[src/rtl/last_cnt_pkg.sv]
// last_cnt_pkg: shared op encoding and width helpers for the last_cnt_mq tracker
package last_cnt_pkg;

    typedef enum logic [2:0] {LC_NOP, LC_ENQ, LC_DEQ, LC_REPL, LC_CLR} lc_op_t;

    // queue-select width, never narrower than one bit
    function automatic int unsigned lc_qw(input int unsigned n);
        return (n > 1) ? $clog2(n) : 1;
    endfunction

    function automatic int unsigned lc_aw(input int unsigned depth);
        return $clog2(depth);
    endfunction

    // a count must reach DEPTH itself, hence DEPTH+1 states
    function automatic int unsigned lc_cw(input int unsigned depth);
        return $clog2(depth + 1);
    endfunction

endpackage

[src/rtl/last_cnt_lane.sv]
// last_cnt_lane: one queue's occupancy counter with derived last/full/empty; optional high-water mark under LAST_CNT_HWM_EN
module last_cnt_lane
    import last_cnt_pkg::*;
#(
    parameter int unsigned DEPTH = 16,
    parameter int unsigned AW    = lc_aw(DEPTH),
    parameter int unsigned CW    = lc_cw(DEPTH)
) (
    input  logic          clk,
    input  logic          rst,
    input  logic          en,
    input  lc_op_t        op,
    output logic [CW-1:0] count,
    output logic [AW-1:0] last,
    output logic          full,
    output logic          empty,
    output logic          rej
`ifdef LAST_CNT_HWM_EN
    ,
    output logic [CW-1:0] hwm
`endif
);

    logic [CW-1:0] count_q, count_d;
    logic          upd;

    assign full  = count_q == CW'(DEPTH);
    assign empty = count_q == '0;
    assign rej   = ((op == LC_ENQ) && full) || ((op == LC_DEQ || op == LC_REPL) && empty);
    assign upd   = en && !rej;
    assign count = count_q;
    assign last  = empty ? '0 : AW'(count_q - CW'(1));

    // next count for an accepted op; replace and no-op leave it alone
    always_comb
        count_d = !upd ? count_q :
                  (op == LC_CLR) ? '0 :
                  (op == LC_ENQ) ? count_q + CW'(1) :
                  (op == LC_DEQ) ? count_q - CW'(1) : count_q;

    // occupancy register
    always_ff @(posedge clk or negedge rst)
        if (!rst) count_q <= '0;
        else      count_q <= count_d;

`ifdef LAST_CNT_HWM_EN
    logic [CW-1:0] hwm_q, hwm_d;

    assign hwm = hwm_q;

    // mark tracks the peak count; clear does not lower it
    always_comb hwm_d = (upd && count_d > hwm_q) ? count_d : hwm_q;

    // high-water mark register, only reset lowers it
    always_ff @(posedge clk or negedge rst)
        if (!rst) hwm_q <= '0;
        else      hwm_q <= hwm_d;
`endif

endmodule

[src/rtl/last_cnt_mq.sv]
// last_cnt_mq: multi-queue last-pointer tracker; LAST_CNT_HWM_EN adds per-queue high-water marks on port hwm
module last_cnt_mq
    import last_cnt_pkg::*;
#(
    parameter int unsigned NQ    = 4,
    parameter int unsigned DEPTH = 16,
    parameter int unsigned AW    = lc_aw(DEPTH),
    parameter int unsigned CW    = lc_cw(DEPTH),
    localparam int unsigned QW   = lc_qw(NQ)
) (
    input  logic             clk,
    input  logic             rst,
    input  logic [QW-1:0]    qsel,
    input  logic             enq,
    input  logic             deq,
    input  logic             clr,
    input  logic             done,
    input  logic             err_clr,
    output logic [NQ*AW-1:0] new_last,
    output logic [NQ*CW-1:0] count,
    output logic [NQ-1:0]    full,
    output logic [NQ-1:0]    empty,
    output logic             upd_valid,
    output logic             err
`ifdef LAST_CNT_HWM_EN
    ,
    output logic [NQ*CW-1:0] hwm
`endif
);

    lc_op_t        op;
    logic [NQ-1:0] sel, rej;
    logic          bad_q, any_rej, upd_valid_q, upd_valid_d, err_q, err_d;

    assign bad_q   = 32'(qsel) >= NQ;
    assign any_rej = |(sel & rej);

    // priority decode of the request lines and per-lane enable
    always_comb begin
        op = clr ? LC_CLR : (enq && deq) ? LC_REPL : enq ? LC_ENQ : deq ? LC_DEQ : LC_NOP;
        for (int i = 0; i < NQ; i++) sel[i] = done && (32'(qsel) == i);
    end

    // accept pulse and sticky error; a fresh error beats err_clr
    always_comb begin
        upd_valid_d = done && !bad_q && !any_rej;
        err_d       = (done && (bad_q || any_rej)) ? 1'b1 : err_clr ? 1'b0 : err_q;
    end

    // status registers
    always_ff @(posedge clk or negedge rst)
        if (!rst) begin
            upd_valid_q <= 1'b0;
            err_q       <= 1'b0;
        end else begin
            upd_valid_q <= upd_valid_d;
            err_q       <= err_d;
        end

    assign upd_valid = upd_valid_q;
    assign err       = err_q;

    for (genvar i = 0; i < NQ; i++) begin : g_lane
        last_cnt_lane #(.DEPTH(DEPTH), .AW(AW), .CW(CW)) u_lane (
            .clk   (clk),
            .rst   (rst),
            .en    (sel[i]),
            .op    (op),
            .count (count[i*CW +: CW]),
            .last  (new_last[i*AW +: AW]),
            .full  (full[i]),
            .empty (empty[i]),
            .rej   (rej[i])
`ifdef LAST_CNT_HWM_EN
            ,
            .hwm   (hwm[i*CW +: CW])
`endif
        );
    end

endmodule

[config.mk]
export PLATFORM = sky130hd
export DESIGN_NAME = last_cnt_mq
export DESIGN_NICKNAME = d
export VERILOG_FILES = /design/src/rtl/last_cnt_pkg.sv /design/src/rtl/last_cnt_lane.sv /design/src/rtl/last_cnt_mq.sv
export SDC_FILE = /design/constraint.sdc
export NUM_CORES = 1
export LEC_CHECK = 0
export BUFFER_PORTS_ARGS = -buffer_cell sky130_fd_sc_hd__buf_2
export CAP_MARGIN = 20
export CORE_MARGIN = 3
export CORE_UTILIZATION = 44
export CTS_CLUSTER_DIAMETER = 150
export DETAILED_ROUTE_END_ITERATION = 8
export GPL_TIMING_DRIVEN = 0
export MAX_ROUTING_LAYER = met4
export PLACE_DENSITY = 0.68
export SETUP_SLACK_MARGIN = 0.4
export SLEW_MARGIN = 20
export SYNTH_ARGS = -nofsm -noshare
export SYNTH_HDL_FRONTEND = slang
export SYNTH_SLANG_ARGS = --single-unit
[constraint.sdc]
create_clock -name clk -period 2.2 [get_ports clk]
set_clock_uncertainty 0.15 [all_clocks]
set_input_delay 0.44 -clock clk [delete_from_list [all_inputs] [get_ports clk]]
set_output_delay 0.44 -clock clk [all_outputs]
set_load 0.005 [all_outputs]
After elaboration in Yosys (flattened, before gate mapping). Index checks and enable logic that the tools add are counted.

Flip-flop bits (word level): 22. Bits of input ports: 9. Output and inout port bits: 46. Logic and storage cells: 89.

$add $sub $neg: 8. Eq/ne operators: 11. Muxes and demuxes: 22. Bitwise operators: 1. Reductions and logical operators: 41.

Operators by type and width (count): 5-bit two-way mux (12); 5-bit by 1-bit adder with 5-bit output (second input constant) (4); 5-bit == test (second input constant) (4); 5-bit logical NOT (4); 5-bit by 1-bit subtractor with 5-bit output (second input constant) (4); 1-bit logical AND (19); 4-bit two-way mux (4); 2-bit AND reduction (4); 3-bit by 2-bit == test with 1-bit output (second input constant) (2); 2-bit two-way mux (3); 1-bit logical NOT (5); 1-bit logical OR (5); 4-bit AND (1); 2-bit == test (second input constant) (2); 4-bit OR reduction (1); 3-bit by 1-bit == test with 1-bit output (second input constant) (1); 3-bit == test (second input constant) (1); 3-bit two-way mux (1); 3-bit nonzero test (1); 2-bit by 1-bit == test with 1-bit output (second input constant) (1); 2-bit logical NOT (1); 1-bit two-way mux (2); 2-bit nonzero test (1).

Depth between registers and ports, before layout.
Depth after elaboration: 12. Mapped depth: 6. Gate-level depth less buffers: 6.

Hierarchy. From an unflattened synthesis, not the netlist that was laid out.

Cell total of the unflattened synthesis: 221. Area total of the unflattened synthesis: 2013.2 um^2.

Modules (own cells, without submodules): last_cnt_lane (instances 4, cells each 52, area an instance 469.2 um^2, seq. area each 125.1 um^2); last_cnt_mq (instances 1, cells each 13, area an instance 136.4 um^2, seq. area each 50.0 um^2).

Least setup slack after synthesis. Ideal clock, no wire load.

Path type: register to output. Start: reg g_lane[3].u_lane.count_q[0]. End: out empty[3]. Arrival time: 1424 ps. Required time: 1610 ps. Path slack: 186 ps. Cell stages (with the launch flop): 6. Buffers on the path: 1. Cell sequence: dfrtp_1 > inv_1 > ha_1 > or3b_1 > nor2_1 > buf_4.

Longest elaborated chain between the ends: 1.

RTL lines: start, declared (line last_cnt_lane.sv:24) `logic [CW-1:0] count_q, count_d;`; start signal, assigned (line last_cnt_lane.sv:44) `else count_q <= count_d;`; 5-bit logical NOT (line last_cnt_lane.sv:28) `assign empty = count_q == '0;`; end, declared (line last_cnt_mq.sv:22) `output logic [NQ-1:0] empty,`.

Every way passes these cells.

Final worst setup path.
Start: reg g_lane[3].u_lane.count_q[1]. End: out empty[3].

Same word-level chain as after synthesis.

==> metrics.cfg <==
[power_and_ir_drop]
pwr-share-clk_pct = 10.7
p_int_mw = 1.79
swShare_pct = 39.2
powerDensity_nw_per_um2 = 897
p_leak_nw = 1.50
pwr-share-comb_pct = 69.4
p_seq_share_pct = 19.9
fin_total_pwr_mw = 2.94
ir_worst_vdd_mv = 0.654
power_switching_mw = 1.15

[hold_path]
hold_class = input pin to async pin

[worst_setup_path]
startpoint_type = flip-flop
cp-startpoint = g_lane[3].u_lane.count[1]
crit_required_ps = 1610
reg2reg_from = g_lane[3].u_lane.count[1]
path_class = flip-flop to output port
critPathMaxFanout = 5
worstPathArrival_ps = 1630
endpoint = empty[3]
end_kind = output port
rr_endpoint = g_lane[3].u_lane.count[0]
rrSetupSlack_ps = 10
r2r_cells = 9

[floorplanning]
start_util_pct = 47.0
io_pins = 55
dieWidth_um = 75.3
core_area_um2 = 4500
dieArea_um2 = 5680
std_cell_rows = 24
die_height_um = 75.3

[cts]
cts_buffer_depth = 2
clockRootBuffer = clkbuf_8
htreeDepth = 1
numCtsBuffers = 3
cts_tree = done
clock_latency_ps = 270
clk_pin_slew_ps = 90
clkSinkCount = 22

[yosys]
synth_ff_type = dfrtp_1
synthArstFlopShare_pct = 100
yosysMostFrequentCell = nor2_1
syn_nets = 268
synthDistinctLibCells = 57
yosys.area.top_type_share_pct = 26.0
yosysWarnings = 0
postSynthAreaPerCell_um2 = 8.57
syn_inst = 247
yosysTopAreaCell = dfrtp_1
seq_area_frac_synth_pct = 26.0
synth_area_leaders = dfrtp_1 26%, ha_1 7.1%, xnor2_1 5.0%, mux2i_1 4.7%, nor2_1 4.6%
synth_edf_count = 0
syn_area_um2 = 2120
synthTopCellsByCount = 26 x nor2_1, 22 x dfrtp_1, 17 x inv_1
ys_ff_latch = 22

[placed_design]
dpl.cell_count = 352
port_buffers = 53
dpl_worst_slack_ps = 42.2
postPlaceCellArea_um2 = 2510
gp_congestion = 0.808
hpwl_um = 3970

[timing]
final_max_slew_viol_count = 0
fin_setup_tns_ps = -48.6
max_slew_margin_pct = 53.3
timing.final.ws_setup_ps = -23.3
hold_viol = 22
max_slew.worst_pin.slew_ps = 701
rsz0062_at_grt = yes
fin_crit_ps = 2220
min_period_over_period_pct = 101
clock.fmax_mhz = 450
hold_slack_ps = -15.3
setup_viol = 5

[cells_and_area]
num-fill-cells = 328
final_util_pct = 72.8
nNetsFinal = 370
antennaDiodeCount = 0
layout-drive-gt1-share_pct = 52.3
syn_to_final_growth_pct = 54.9
fin_area_um2 = 3280
instances_no_fill = 400

[route]
vias_per_cell = 5.66
drc = 0
detail-route-antenna-nets = 0
wl_per_cell_um = 15.7
dr.pass1.iters = 4
drt-initial-drc-count = 93
drt-total-wl_um = 6300
route.vias.total = 2262

[run_status]
violations = hold timing, setup timing
status = finished, violations left

[global_routing]
grt_pass1_vias = 2091
grt_max_degree = 23
track_usage_pct = 23.1
antenna_found_initial = 0
overflow = 0
grt_pass1_wl_um = 9900

[flow_run]
cap_violations = 0

==> registers in the layout, indices dropped and copies added (netlist names) <==
| name | count |
|---|---|
| g_lane.u_lane.count | 20 |
| err | 1 |
| upd_valid | 1 |
==> critical path: stages (launching register included) <==
cell and delay, ps:
dfrtp_1 410, inv_2 90, ha_4 130, or3b_4 390
nor2_4 140, buf_6 110, buf_6 80
==> power groups by stage <==
stage	Clock [mW]	Sequential [mW]	Combinational (mW)
floorplan	0	0.620	0.919
global placement	0	0.624	1.36
detailed placement	0	0.624	1.38
CTS	0.322	0.585	1.88
global route	0.328	0.599	2.21
finish	0.314	0.585	2.04
==> placed cells by master (no fill, tap or decap), types with 3 or more instances in the layout <==
cell,synthesis,layout
clkbuf_8,0,4
inv_2,0,8
o22ai_4,0,3
dfrtp_2,0,5
nor2b_1,4,4
ha_4,0,5
mux2i_1,10,10
nor3_1,7,4
nor4b_4,1,3
nor3_2,0,3
xnor2_1,12,12
nand4_1,3,3
buf_2,7,47
inv_1,17,9
nand3_1,4,4
nor2_1,26,19
dfrtp_1,22,17
o311ai_2,0,4
buf_6,4,28
o21ai_1,0,7
nand3b_1,3,3
nand2_1,13,13
o311ai_1,3,3
ha_1,12,7
o211ai_1,8,8
o21a_1,5,5
or3_1,4,4
and3_1,6,6
clkbuf_1,6,3
nor2_2,0,6
buf_4,8,42
==> routing by layer <==
layer	global-route usage [%]	part of all wire, %	up-vias	wire [um]
met3	2.11	4.1	9	257
li1	-	-	1095	-
met4	8.74	1.8	0	112
met1	29.0	44	1089	2770
met5	-	0	-	0
met2	38.4	50	69	3160
==> logic make-up after synthesis <==
kind of cell	count (synthesis)	synth area share, %
muxes	12	5.80
DFF	22	26.0
buffers and inverters	42	10.7
AOI/OAI and AO/OA	55	19.6
and+or+nand+nor	92	25.8
adders and majority gates	12	7.10
xor gates and xnor gates	12	4.97
==> worst min path at each step <==
stage | to | slack (ps) | cells past startpoint
after detailed placement | g_lane[1].u_lane.count[2] | 310 | 1
after floorplan | err | -6 | 0
after global routing | g_lane[1].u_lane.count[2] | 20 | 1
final | g_lane[1].u_lane.count[2] | -20 | 1
after CTS | g_lane[1].u_lane.count[2] | 2 | 1
after global placement | g_lane[1].u_lane.count[3] | 300 | 1
==> cell type report <==
| cell class | instances | area [um2] | area share, % |
|---|---|---|---|
| timing repair buffer | 97 | 669 | 20.4 |
| clock buffer | 4 | 55.1 | 1.68 |
| tap | 52 | 65.1 | 1.99 |
| inverter | 17 | 63.8 | 1.95 |
| multi-input combinational | 183 | 1650 | 50.3 |
| sequential | 22 | 557 | 17.0 |
| buffer | 25 | 218 | 6.64 |
==> repair_timing <==
action	4_1_cts	5_1_grt
setup endpoints to repair	45	46
hold buffers	0	0
gates resized for setup	61	37
buffers inserted	37	7
pin swaps	19	23
Note: power is estimated with default switching activity, not from simulation.
